`src/rtl/bcd_pkg.sv`:
```
// Shared constants and state encoding for the BCD/binary converter blocks.
// bin2bcd and bcd2bin both draw their widths and FSM encodings from here.
package bcd_pkg;

  localparam int BIN_W      = 13;
  localparam int BCD_DIGITS = 4;
  localparam int N_SHIFT    = 14;
  localparam int CNT_W      = 4;

  typedef logic [1:0] state_t;

  localparam state_t IDLE = 2'd0;
  localparam state_t OP   = 2'd1;
  localparam state_t DONE = 2'd2;

endpackage

```
`src/rtl/bcd_sub3.sv`:
```
// Reverse double-dabble digit corrector: a digit of 8 or more after the
// right shift had a ten carried in from above, so take 3 back off.
module bcd_sub3 (
  input  logic [3:0] din,
  output logic [3:0] dout
);

  assign dout = (din >= 4'd8) ? din - 4'd3 : din;

endmodule

```
`src/rtl/bcd2bin.sv`:
```
// Sequential 4-digit BCD to binary converter (reverse double-dabble).
// One bit leaves the BCD register per cycle; the result lands after 14 shifts.
module bcd2bin
  import bcd_pkg::*;
(
  input  logic             clk,
  input  logic             reset,
  input  logic             start,
  input  logic [3:0]       bcd3,
  input  logic [3:0]       bcd2,
  input  logic [3:0]       bcd1,
  input  logic [3:0]       bcd0,
  output logic             ready,
  output logic             done_tick,
  output logic [BIN_W-1:0] bin,
  output logic             err
);

  localparam int BCD_W = 4 * BCD_DIGITS;

  state_t             state;
  state_t             state_next;
  logic [BCD_W-1:0]   bcd_reg;
  logic [BCD_W-1:0]   bcd_shift;
  logic [BCD_W-1:0]   bcd_next;
  logic [N_SHIFT-1:0] bin_reg;
  logic [N_SHIFT-1:0] bin_next;
  logic [CNT_W-1:0]   n;
  logic               bad;
  logic               last;

  assign bcd_shift = {1'b0, bcd_reg[BCD_W-1:1]};
  assign bin_next  = {bcd_reg[0], bin_reg[N_SHIFT-1:1]};
  assign last      = (n == CNT_W'(1));

  for (genvar g = 0; g < BCD_DIGITS; g++) begin : g_digit
    bcd_sub3 u_sub3 (
      .din  (bcd_shift[4*g +: 4]),
      .dout (bcd_next[4*g +: 4])
    );
  end

  always_ff @(posedge clk or negedge reset) begin
    if (!reset) state <= IDLE;
    else        state <= state_next;
  end

  always_comb begin
    state_next = state;
    case (state)
      IDLE:    if (start) state_next = OP;
      OP:      if (last)  state_next = DONE;
      DONE:    state_next = IDLE;
      default: state_next = IDLE;
    endcase
  end

  always_comb begin
    ready     = (state == IDLE);
    done_tick = (state == DONE);
  end

  // The output registers load from bin_next on the final shift, so the
  // result is already valid during the DONE cycle.
  always_ff @(posedge clk or negedge reset) begin
    if (!reset) begin
      bcd_reg <= '0;
      bin_reg <= '0;
      n       <= '0;
      bad     <= 1'b0;
      bin     <= '0;
      err     <= 1'b0;
    end else begin
      case (state)
        IDLE: begin
          if (start) begin
            bcd_reg <= {bcd3, bcd2, bcd1, bcd0};
            bin_reg <= '0;
            n       <= CNT_W'(N_SHIFT);
            bad     <= (bcd3 > 4'd9) || (bcd2 > 4'd9) ||
                       (bcd1 > 4'd9) || (bcd0 > 4'd9);
          end
        end
        OP: begin
          bcd_reg <= bcd_next;
          bin_reg <= bin_next;
          n       <= n - CNT_W'(1);
          if (last) begin
            bin <= bad ? '0 : bin_next[BIN_W-1:0];
            err <= bad | bin_next[N_SHIFT-1];
          end
        end
        default: ;
      endcase
    end
  end

endmodule

```
`config.mk`:
```
export PLATFORM = sky130hd
export DESIGN_NAME = bcd2bin
export DESIGN_NICKNAME = d
export VERILOG_FILES = /design/src/rtl/bcd_pkg.sv /design/src/rtl/bcd_sub3.sv /design/src/rtl/bcd2bin.sv
export SDC_FILE = /design/constraint.sdc
export NUM_CORES = 1
export LEC_CHECK = 0
export ABC_AREA = 1
export BUFFER_PORTS_ARGS = -buffer_cell sky130_fd_sc_hd__buf_2
export CAP_MARGIN = 10
export CELL_PAD_IN_SITES_DETAIL_PLACEMENT = 1
export CELL_PAD_IN_SITES_GLOBAL_PLACEMENT = 1
export CORE_MARGIN = 2
export CORE_UTILIZATION = 40
export CTS_BUF_LIST = sky130_fd_sc_hd__clkbuf_8
export CTS_CLUSTER_SIZE = 12
export DETAILED_ROUTE_END_ITERATION = 7
export PLACE_DENSITY_LB_ADDON = 0.2
export SLEW_MARGIN = 10
export SYNTH_ARGS = -nofsm -noshare
export SYNTH_HDL_FRONTEND = slang
export SYNTH_SLANG_ARGS = --single-unit
```
`constraint.sdc`:
```
create_clock -name clk -period 2.07 [get_ports clk]
set_input_delay 0.3105 -clock clk [delete_from_list [all_inputs] [get_ports clk]]
set_output_delay 0.3105 -clock clk [all_outputs]
set_load 0.1 [all_outputs]
```
==> results of run 1 <==
[worst max-delay path, cell delays in order (launching register included)]
cell,delay [ns]
sky130_fd_sc_hd__dfrtp_1,0.42
sky130_fd_sc_hd__nor2_2,0.15
sky130_fd_sc_hd__buf_2,0.44
[cell usage after synthesis (all sizes together)]
cell type  count  area share [%]
nand2         87              14
dfrtp         50              52
inv           36             5.6
nand3         32             6.6
o21ai         32             6.9
buf           10             3.3
nor2           9             1.6
ha             8             4.1
o22ai          8             4.1
a21oi          6             1.2
clkbuf         1            0.16
nor3           1            0.21
o21a           1            0.31
[area by class of cell]
cell class	instances	area (sq um)
Fill cell	730	3160
Sequential cell	50	1250
Multi-Input combinational cell	184	948
Timing Repair Buffer	39	210
Inverter	36	135
Tap cell	75	93.8
Clock buffer	5	68.8
Clock inverter	3	21.3
[cells in the final DEF (no fill, tap or decap), types with 2 or more instances in the layout]
cell type / n
sky130_fd_sc_hd__ha_1: 8
sky130_fd_sc_hd__o21ai_0: 30
sky130_fd_sc_hd__o22ai_2: 8
sky130_fd_sc_hd__clkbuf_8: 5
sky130_fd_sc_hd__nand2_1: 84
sky130_fd_sc_hd__dfrtp_1: 50
sky130_fd_sc_hd__inv_2: 5
sky130_fd_sc_hd__inv_1: 31
sky130_fd_sc_hd__o21ai_2: 2
sky130_fd_sc_hd__nand3_1: 32
sky130_fd_sc_hd__nand2_2: 2
sky130_fd_sc_hd__nor2_2: 2
sky130_fd_sc_hd__buf_2: 34
sky130_fd_sc_hd__buf_4: 4
sky130_fd_sc_hd__a21oi_1: 6
sky130_fd_sc_hd__nor2_1: 7
[through the flow]
stage / worst slack [ns] / hold WS [ns] / power (mW) / utilization [%]
CTS: 0.431 / 0.228 / 4.62 / 46.4
detailed placement: 0.527 / 0.314 / 4.03 / 44.7
finish: 0.451 / 0.236 / 4.56 / 46.4
floorplan: 0.0330 / 0.0149 / 3.58 / -
global placement: 0.614 / 0.314 / 3.93 / 44.7
global route: 0.366 / 0.238 / 4.93 / 46.4
[power groups by stage]
stage / registers (mW) / logic (mW) / clock network (mW)
floorplan: 2.28 / 1.30 / 0
global placement: 1.67 / 2.26 / 0
detailed placement: 1.69 / 2.34 / 0
CTS: 1.67 / 2.35 / 0.600
global route: 1.73 / 2.57 / 0.636
finish: 1.67 / 2.32 / 0.576
[kinds of logic (layout without fill, tap and decap cells)]
family	count (synthesis)	in the layout	synth area share [%]
AO/OA/AOI/OAI	47	47	12.6
flip-flops	50	50	51.8
buffers and inverters	47	83	9.01
AND/OR/NAND/NOR	129	129	22.5
adder cells (fa/ha/maj)	8	8	4.14
[metal layers]
| metal | routed length (microns) | track usage, % | up-vias |
|---|---|---|---|
| met5 | 0 | 0 | - |
| met4 | 78 | 5.50 | 0 |
| met3 | 204 | 3.74 | 8 |
| met2 | 2630 | 29.8 | 30 |
| met1 | 2580 | 23.9 | 932 |
| li1 | - | - | 961 |
[worst min-delay path by stage]
stage / startpoint / end / slack, ns / cells past startpoint
after floorplan: reset / bad$_DFFE_PN0P_ / 0.01 / 0
after global placement: reset / bin[1]$_DFFE_PN0P_ / 0.31 / 1
after detailed placement: reset / bin[6]$_DFFE_PN0P_ / 0.31 / 1
after CTS: bcd0[3] / bcd_reg[3]$_DFFE_PN0P_ / 0.23 / 3
after global routing: bcd0[0] / bcd_reg[0]$_DFFE_PN0P_ / 0.24 / 3
final: bcd0[3] / bcd_reg[3]$_DFFE_PN0P_ / 0.24 / 3
[timing repair]
item                       CTS  global route
hold buffers                 1             0
setup endpoints to repair    0             0
buffers inserted             0             0
hold endpoints to repair    22             0
==> results.md, run 1 <==
Status:
- The flow ran to the end, and the final reports show no timing, DRC or antenna violations.

Min path:
- The worst min-delay path class is in -> reg.

Floorplanning:
- The count of boundary I/O pins is 35.
- For this configuration, the core starts out at a cell density of 41.1%.
- Measured along the y axis, the die boundary spans 81.7 microns.
- The number of core rows is 28.
- The area of the placeable core is 5890 sq um.
- The floorplan step set the die width to 81.7 microns.
- The floorplan step defined a die boundary enclosing 6680 sq um.

Finish:
- The number of antenna diodes in the final layout is 0.
- The number of flip-flops under the largest register name is 26.
- For this run, the post-layout net count is 343.
- From synthesis to final layout, the design area changed by 12.9%.
- The number of non-filler instances in the completed layout is 392.
- The post-route netlist has 20.8% of its cells at a drive strength greater than 1.
- The summed area of non-filler cells in the final layout is 2730 sq um.

Power:
- Sequential cells burn 36.6% of the power.
- In this run the static leakage power is 1.42 nW.
- The analysis attributes to net switching a power of 2.34 mW.
- The power density over cell area is 1670 nW/um^2.
- The maximum resistive drop on vdd is 705 uV.
- The internal power of the cells totals 2.22 mW.
- The clock power share is 12.6%.
- The combinational share of power is 50.8%.
- In this run switching power makes up 51.4% of total power.

Logic synthesis:
- The sequential area share after synthesis is 51.8%.
- The number of nets handed over by synthesis was 308.
- Counting flops and latches in the post-synthesis netlist gives 50.
- Yosys mapped the design onto 20 distinct sky130hd cell types.
- The mean post-synth cell area is 8.60 sq um.
- The number of warning messages in the yosys log is 0.
- The synthesized area is 2420 sq um.
- Counting every instance in the synthesized netlist gives 281.

Global route:
- Global routing consumed, over all layers together, 18.1% of the routing resources.
- The initial antenna violation count is 0.
- Entering global routing, the biggest net connects 25 pins.
- The wire length of the first global-routing pass is 9.09 mm.
- After global routing the overflow that remains totals 0.
- The number of global-route vias before repair came to 1887.

Critical path:
- The worst register-to-register path begins at state[1]$_DFFE_PN0P_.
- The critical path class is reg -> out.
- Data on the critical path is required at its endpoint by 1.76 ns.
- The element type at the critical path end is a primary output.
- The setup slack of the worst register-to-register path is 0.53 ns.
- The worst setup path is launched from a flip-flop.
- The data arrival time of the worst path is 1.31 ns.
- The critical path ends at ready.
- The worst-case reg-to-reg path depth is 6.
- The endpoint of the lowest-slack register-to-register path is bcd_reg[5]$_DFFE_PN0P_.
- In this run the worst path has a maximum fanout of 3.
- In this run the worst setup path begins at state[0]$_DFFE_PN0P_.

Job:
- The reported max-cap violation count is 0.

Route:
- In this run the remaining antenna-violating nets after routing total 0.
- The first routing iteration left 104 violations.
- The ratio of routed vias to standard cells is 4.93.
- After detailed routing, the total wire length is 5.49 mm.
- The routed length per placed instance is 14.0 microns.
- For this run, design rule violations remaining after detail routing come to 0.
- The detailed-router iteration count before antenna repair is 4.
- The number of vias in the routed layout is 1931.

Timing:
- The final critical path takes up 78.2% of the cycle.
- The number of failing hold endpoints at the final stage was 0.
- The final setup skew is 0.00805 ns.
- For the finished layout, the period the worst path requires is 1.62 ns.
- The sum of negative setup slack is 0 ns.
- The actual slew at the worst max-slew pin is 0.516 ns.
- Setup repair after global routing left no endpoint under its margin.
- In this run the tightest slew margin relative to its limit is 65.6%.
- Setup violations remaining at the end of the flow were counted as 0.
- The top achievable clock speed is 0.617 GHz.
- The final number of max-transition violations is 0.

Clocking:
- The cell at the root of the clock tree is sky130_fd_sc_hd__clkbuf_8.
- The number of gates resized after CTS was 0.
- The total clock sinks is 50.
- For the worst-skew pair, the clock arrives at the later sink with an insertion delay of 0.30 ns.
- The total number of H-tree levels is 2.
- TritonCTS built the clock tree.
- The number of buffers between clock root and the deepest sink is 2.
- The clock transition at the registers of the reported paths is 0.09 ns.
- Buffers inserted during clock tree synthesis total 5.

Placement:
- The total placed instance area is 2630 sq um.
- Including well taps, the total number of placed cells is 383.
- The detailed placer's ending HPWL is 4.02 mm.
- At the end of routability-driven placement, the weighted congestion stood at 0.716.
- The count of port buffers added during placement is 34.
Note: power is estimated with default switching activity, not from simulation.
==> inputs of run 2 (changes only) <==
==> constraint.sdc (replaced) <==
create_clock -name clk -period 1.6 [get_ports clk]
set_input_delay 0.24 -clock clk [delete_from_list [all_inputs] [get_ports clk]]
set_output_delay 0.24 -clock clk [all_outputs]
set_load 0.1 [all_outputs]
==> results.md, run 2 (synthesized netlist as in run 1, its figures left out) <==
Status:
- The flow ran to the end, and the final reports show no timing, DRC or antenna violations.

Global route:
- The number of global-route vias before repair is 2033 (+7.7%).
- The initial antenna violation count is 0 (unchanged).
- The pin count of the biggest net entering global routing is 35 (+40%).
- The global route total overflow is 0 (unchanged).
- The wire length of the first global-routing pass is 9.74 mm (+7.1%).
- The global-route usage over all layers is 19.0% (+0.93 points).

Critical path:
- The data arrival time of the worst path is 1.31 ns (about the same).
- The endpoint of the lowest-slack register-to-register path is bcd_reg[8]$_DFFE_PN0P_.
- The largest individual stage delay along the critical path comes from the cell sky130_fd_sc_hd__dfrtp_1.
- The required arrival time at the worst endpoint is 1.36 ns (-0.40 ns).
- In this run the worst setup path begins at state[0]$_DFFE_PN0P_.
- The worst setup path is captured at a primary output.
- The worst register-to-register path begins at state[0]$_DFFE_PN0P_.
- The type of element launching the critical path is a flip-flop.
- The cell family contributing the most delay on the critical path is flip-flops.
- The peak per-stage delay on the critical path was 0.45 ns (about the same).
- The worst-case reg-to-reg path depth is 5 (-1).
- Traced cell by cell, the critical path runs through nor2_4 > buf_2.
- The largest fanout on the critical path came to 3 (unchanged).
- The setup slack of the worst register-to-register path is 0.22 ns (-0.31 ns).
- The buffer and inverter count on the worst path is 1 (unchanged).
- The critical path class is reg -> out.

Timing:
- The final count of negative-setup-slack endpoints is 0 (unchanged).
- The number of failing hold endpoints at the final stage is 0 (unchanged).
- The sum of negative setup slack is 0 ns (unchanged).
- The worst-case headroom to the max-slew limit is 67.4% (+1.8 points).
- Derived from the worst setup path, the maximum achievable clock frequency is 0.645 GHz.
- The final setup skew is 0.00554 ns (-0.00251 ns).
- Counting I/O delays and the setup requirement, the final critical path takes 1.55 ns.
- Setup repair after global routing left no endpoint under its margin.
- The actual slew at the worst max-slew pin is 0.492 ns (-0.0234 ns).
- The worst hold margin is 0.154 ns (-0.0816 ns).
- The final number of max-transition violations was 0 (unchanged).
- The share of the clock period used by the worst path is 96.9%.

Route:
- The detailed-router iteration count before antenna repair was 4 (unchanged).
- The routed length per placed instance was 14.3 microns (+2.1%).
- The remaining antenna violation count after routing was 0 (unchanged).
- The residual DRC count is 0 (unchanged).
- The detailed-route wire length was 5.63 mm (+2.6%).
- The number of vias in the routed layout is 1944 (+0.67%).
- The number of violations reported at the end of detailed-routing iteration 0 was 82 (-21%).
- The ratio of routed vias to standard cells is 4.93 (+0.16%).

Clocking:
- The total clock sinks is 50 (unchanged).
- The post-cts resize count is 0 (unchanged).
- The clock network latency to the later pin of the worst-skew pair came to 0.30 ns (about the same).
- The total number of H-tree levels was 2 (unchanged).
- The number of buffers between clock root and the deepest sink is 2 (unchanged).
- The clock transition at the registers of the reported paths is 0.09 ns (about the same).
- The TritonCTS clock tree is built.
- The number of buffers created by CTS is 5 (unchanged).
- The number of setup buffers added after CTS was 0 (unchanged).
- The number of buffers inserted by hold repair at cts was 1 (unchanged).
- The cell sitting at the root of the clock tree is a sky130_fd_sc_hd__clkbuf_8.

Placement:
- The final weighted congestion in routability-driven placement is 0.782 (+9.2%).
- The number of placed instances with taps included is 385 (+0.52%).
- The count of port buffers added during placement is 34 (unchanged).
- The detailed placer's ending HPWL was 4.17 mm (+3.7%).

Finish:
- The net count reported at finish is 345 (+0.58%).
- The ratio of cells with drive above 1 in the final layout is 21.3% (+0.50 points).
- The number of antenna diodes is 0 (unchanged).
- The number of flip-flops under the largest register name came to 26 (unchanged).
- The area growth from synthesis to layout is 15.4%.
- The number of non-filler instances in the completed layout is 394 (+0.51%).
- The final-layout fill cell count is 725 (-0.68%).
- The leading cell type in the layout, fill and taps excluded is sky130_fd_sc_hd__nand2_1.
- The library cells used most frequently in the layout, excluding fill and tap cells, are 84 x sky130_fd_sc_hd__nand2_1, 50 x sky130_fd_sc_hd__dfrtp_1, 34 x sky130_fd_sc_hd__buf_2, 32 x sky130_fd_sc_hd__inv_1, 32 x sky130_fd_sc_hd__nand3_1.

Floorplanning:
- The overall die width is 81.7 microns (unchanged).
- The count of boundary I/O pins came to 35 (unchanged).
- The effective utilization at floorplan is 41.1% (unchanged).
- The number of core rows is 28 (unchanged).
- The area of the placeable core is 5890 sq um (unchanged).
- The die extent in y came to 81.7 microns (unchanged).
- The die area is 6680 sq um (unchanged).

Min path:
- For hold timing, the worst endpoint is bcd_reg[4]$_DFFE_PN0P_.
- The worst hold path belongs to the class in -> reg.
- The startpoint identified for the worst hold timing path is bcd1[0].
- The number of cells on the worst hold path is 3 (unchanged).

Job:
- The reported max-cap violation count is 0 (unchanged).

Power:
- The power density over cell area is 2190 nW/um^2 (+31%).
- The maximum resistive drop on vdd is 1120 uV (+59%).
- The standby leakage power is 1.45 nW (+2.4%).
==> run 2: cell types whose count changed in the layout (fill, tap and decap cells not counted) <==
cell,change
sky130_fd_sc_hd__buf_12,+1
sky130_fd_sc_hd__buf_4,+1
sky130_fd_sc_hd__bufinv_16,+1
sky130_fd_sc_hd__clkinv_2,-1
sky130_fd_sc_hd__clkinv_4,-1
sky130_fd_sc_hd__inv_1,+1
sky130_fd_sc_hd__nand2_2,-1
sky130_fd_sc_hd__nand2_4,+1
sky130_fd_sc_hd__nor2_1,-1
sky130_fd_sc_hd__nor2_4,+1
==> run 2: power by group <==
part	total, mW	switching, mW	internal (mW)
sequential	2.16	0.371	1.79
clock	0.888	0.427	0.461
combinational	3.05	2.25	0.800
==> run 2: worst max-delay path by stage <==
| stage | end | slack [ns] | cells past startpoint |
|---|---|---|---|
| final | ready | 0.05 | 2 |
| after floorplan | bin_reg[10]$_DFFE_PN0P_ | 0.0003 | 6 |
| after detailed placement | bin[8]$_DFFE_PN0P_ | 0.18 | 5 |
| after global routing | ready | 0.003 | 2 |
| after global placement | bin[7]$_DFFE_PN0P_ | 0.28 | 5 |
| after CTS | ready | 0.04 | 2 |
==> run 2: cell type report <==
type                    count  area (sq um)  area share [%]
inverters                  36           135            4.85
repair buffers             41           238            8.52
clock inverters             3          41.3            1.48
multi-input cells         184           961            34.5
clock buffers               5          68.8            2.47
well taps                  75          93.8            3.36
flip-flops and latches     50          1250            44.9
==> run 2: stage by stage <==
| stage | instance area [sq um] | utilization, % | total power, mW | worst slack (ns) |
|---|---|---|---|---|
| 3_3_place_gp | 2670 | 45.3 | 5.14 | 0.282 |
| 6_report | 2790 | 47.4 | 6.11 | 0.0498 |
| 3_5_place_dp | 2670 | 45.3 | 5.29 | 0.179 |
| 5_1_grt | 2790 | 47.4 | 6.65 | 0.00318 |
| 4_1_cts | 2790 | 47.4 | 6.19 | 0.0364 |
| 2_1_floorplan | 2440 | - | 4.67 | 0.000328 |
==> run 2: worst reg2reg max path, cell delays in order, from the launching register on <==
cell and delay [ns]:
sky130_fd_sc_hd__dfrtp_1 0.45, sky130_fd_sc_hd__nand2_2 0.24, sky130_fd_sc_hd__nand2_4 0.18, sky130_fd_sc_hd__inv_2 0.27
sky130_fd_sc_hd__nand2_1 0.09, sky130_fd_sc_hd__nand3_1 0.10
==> run 2: routing by layer <==
layer  part of all wire, %  global-route usage (%)  vias to the layer above
li1                      -                       -                      963
met1                    45                    24.7                      949
met2                    52                    33.5                       27
met3                   2.7                    2.64                        5
met4                  0.76                    4.50                        0
met5                     0                       0                        -
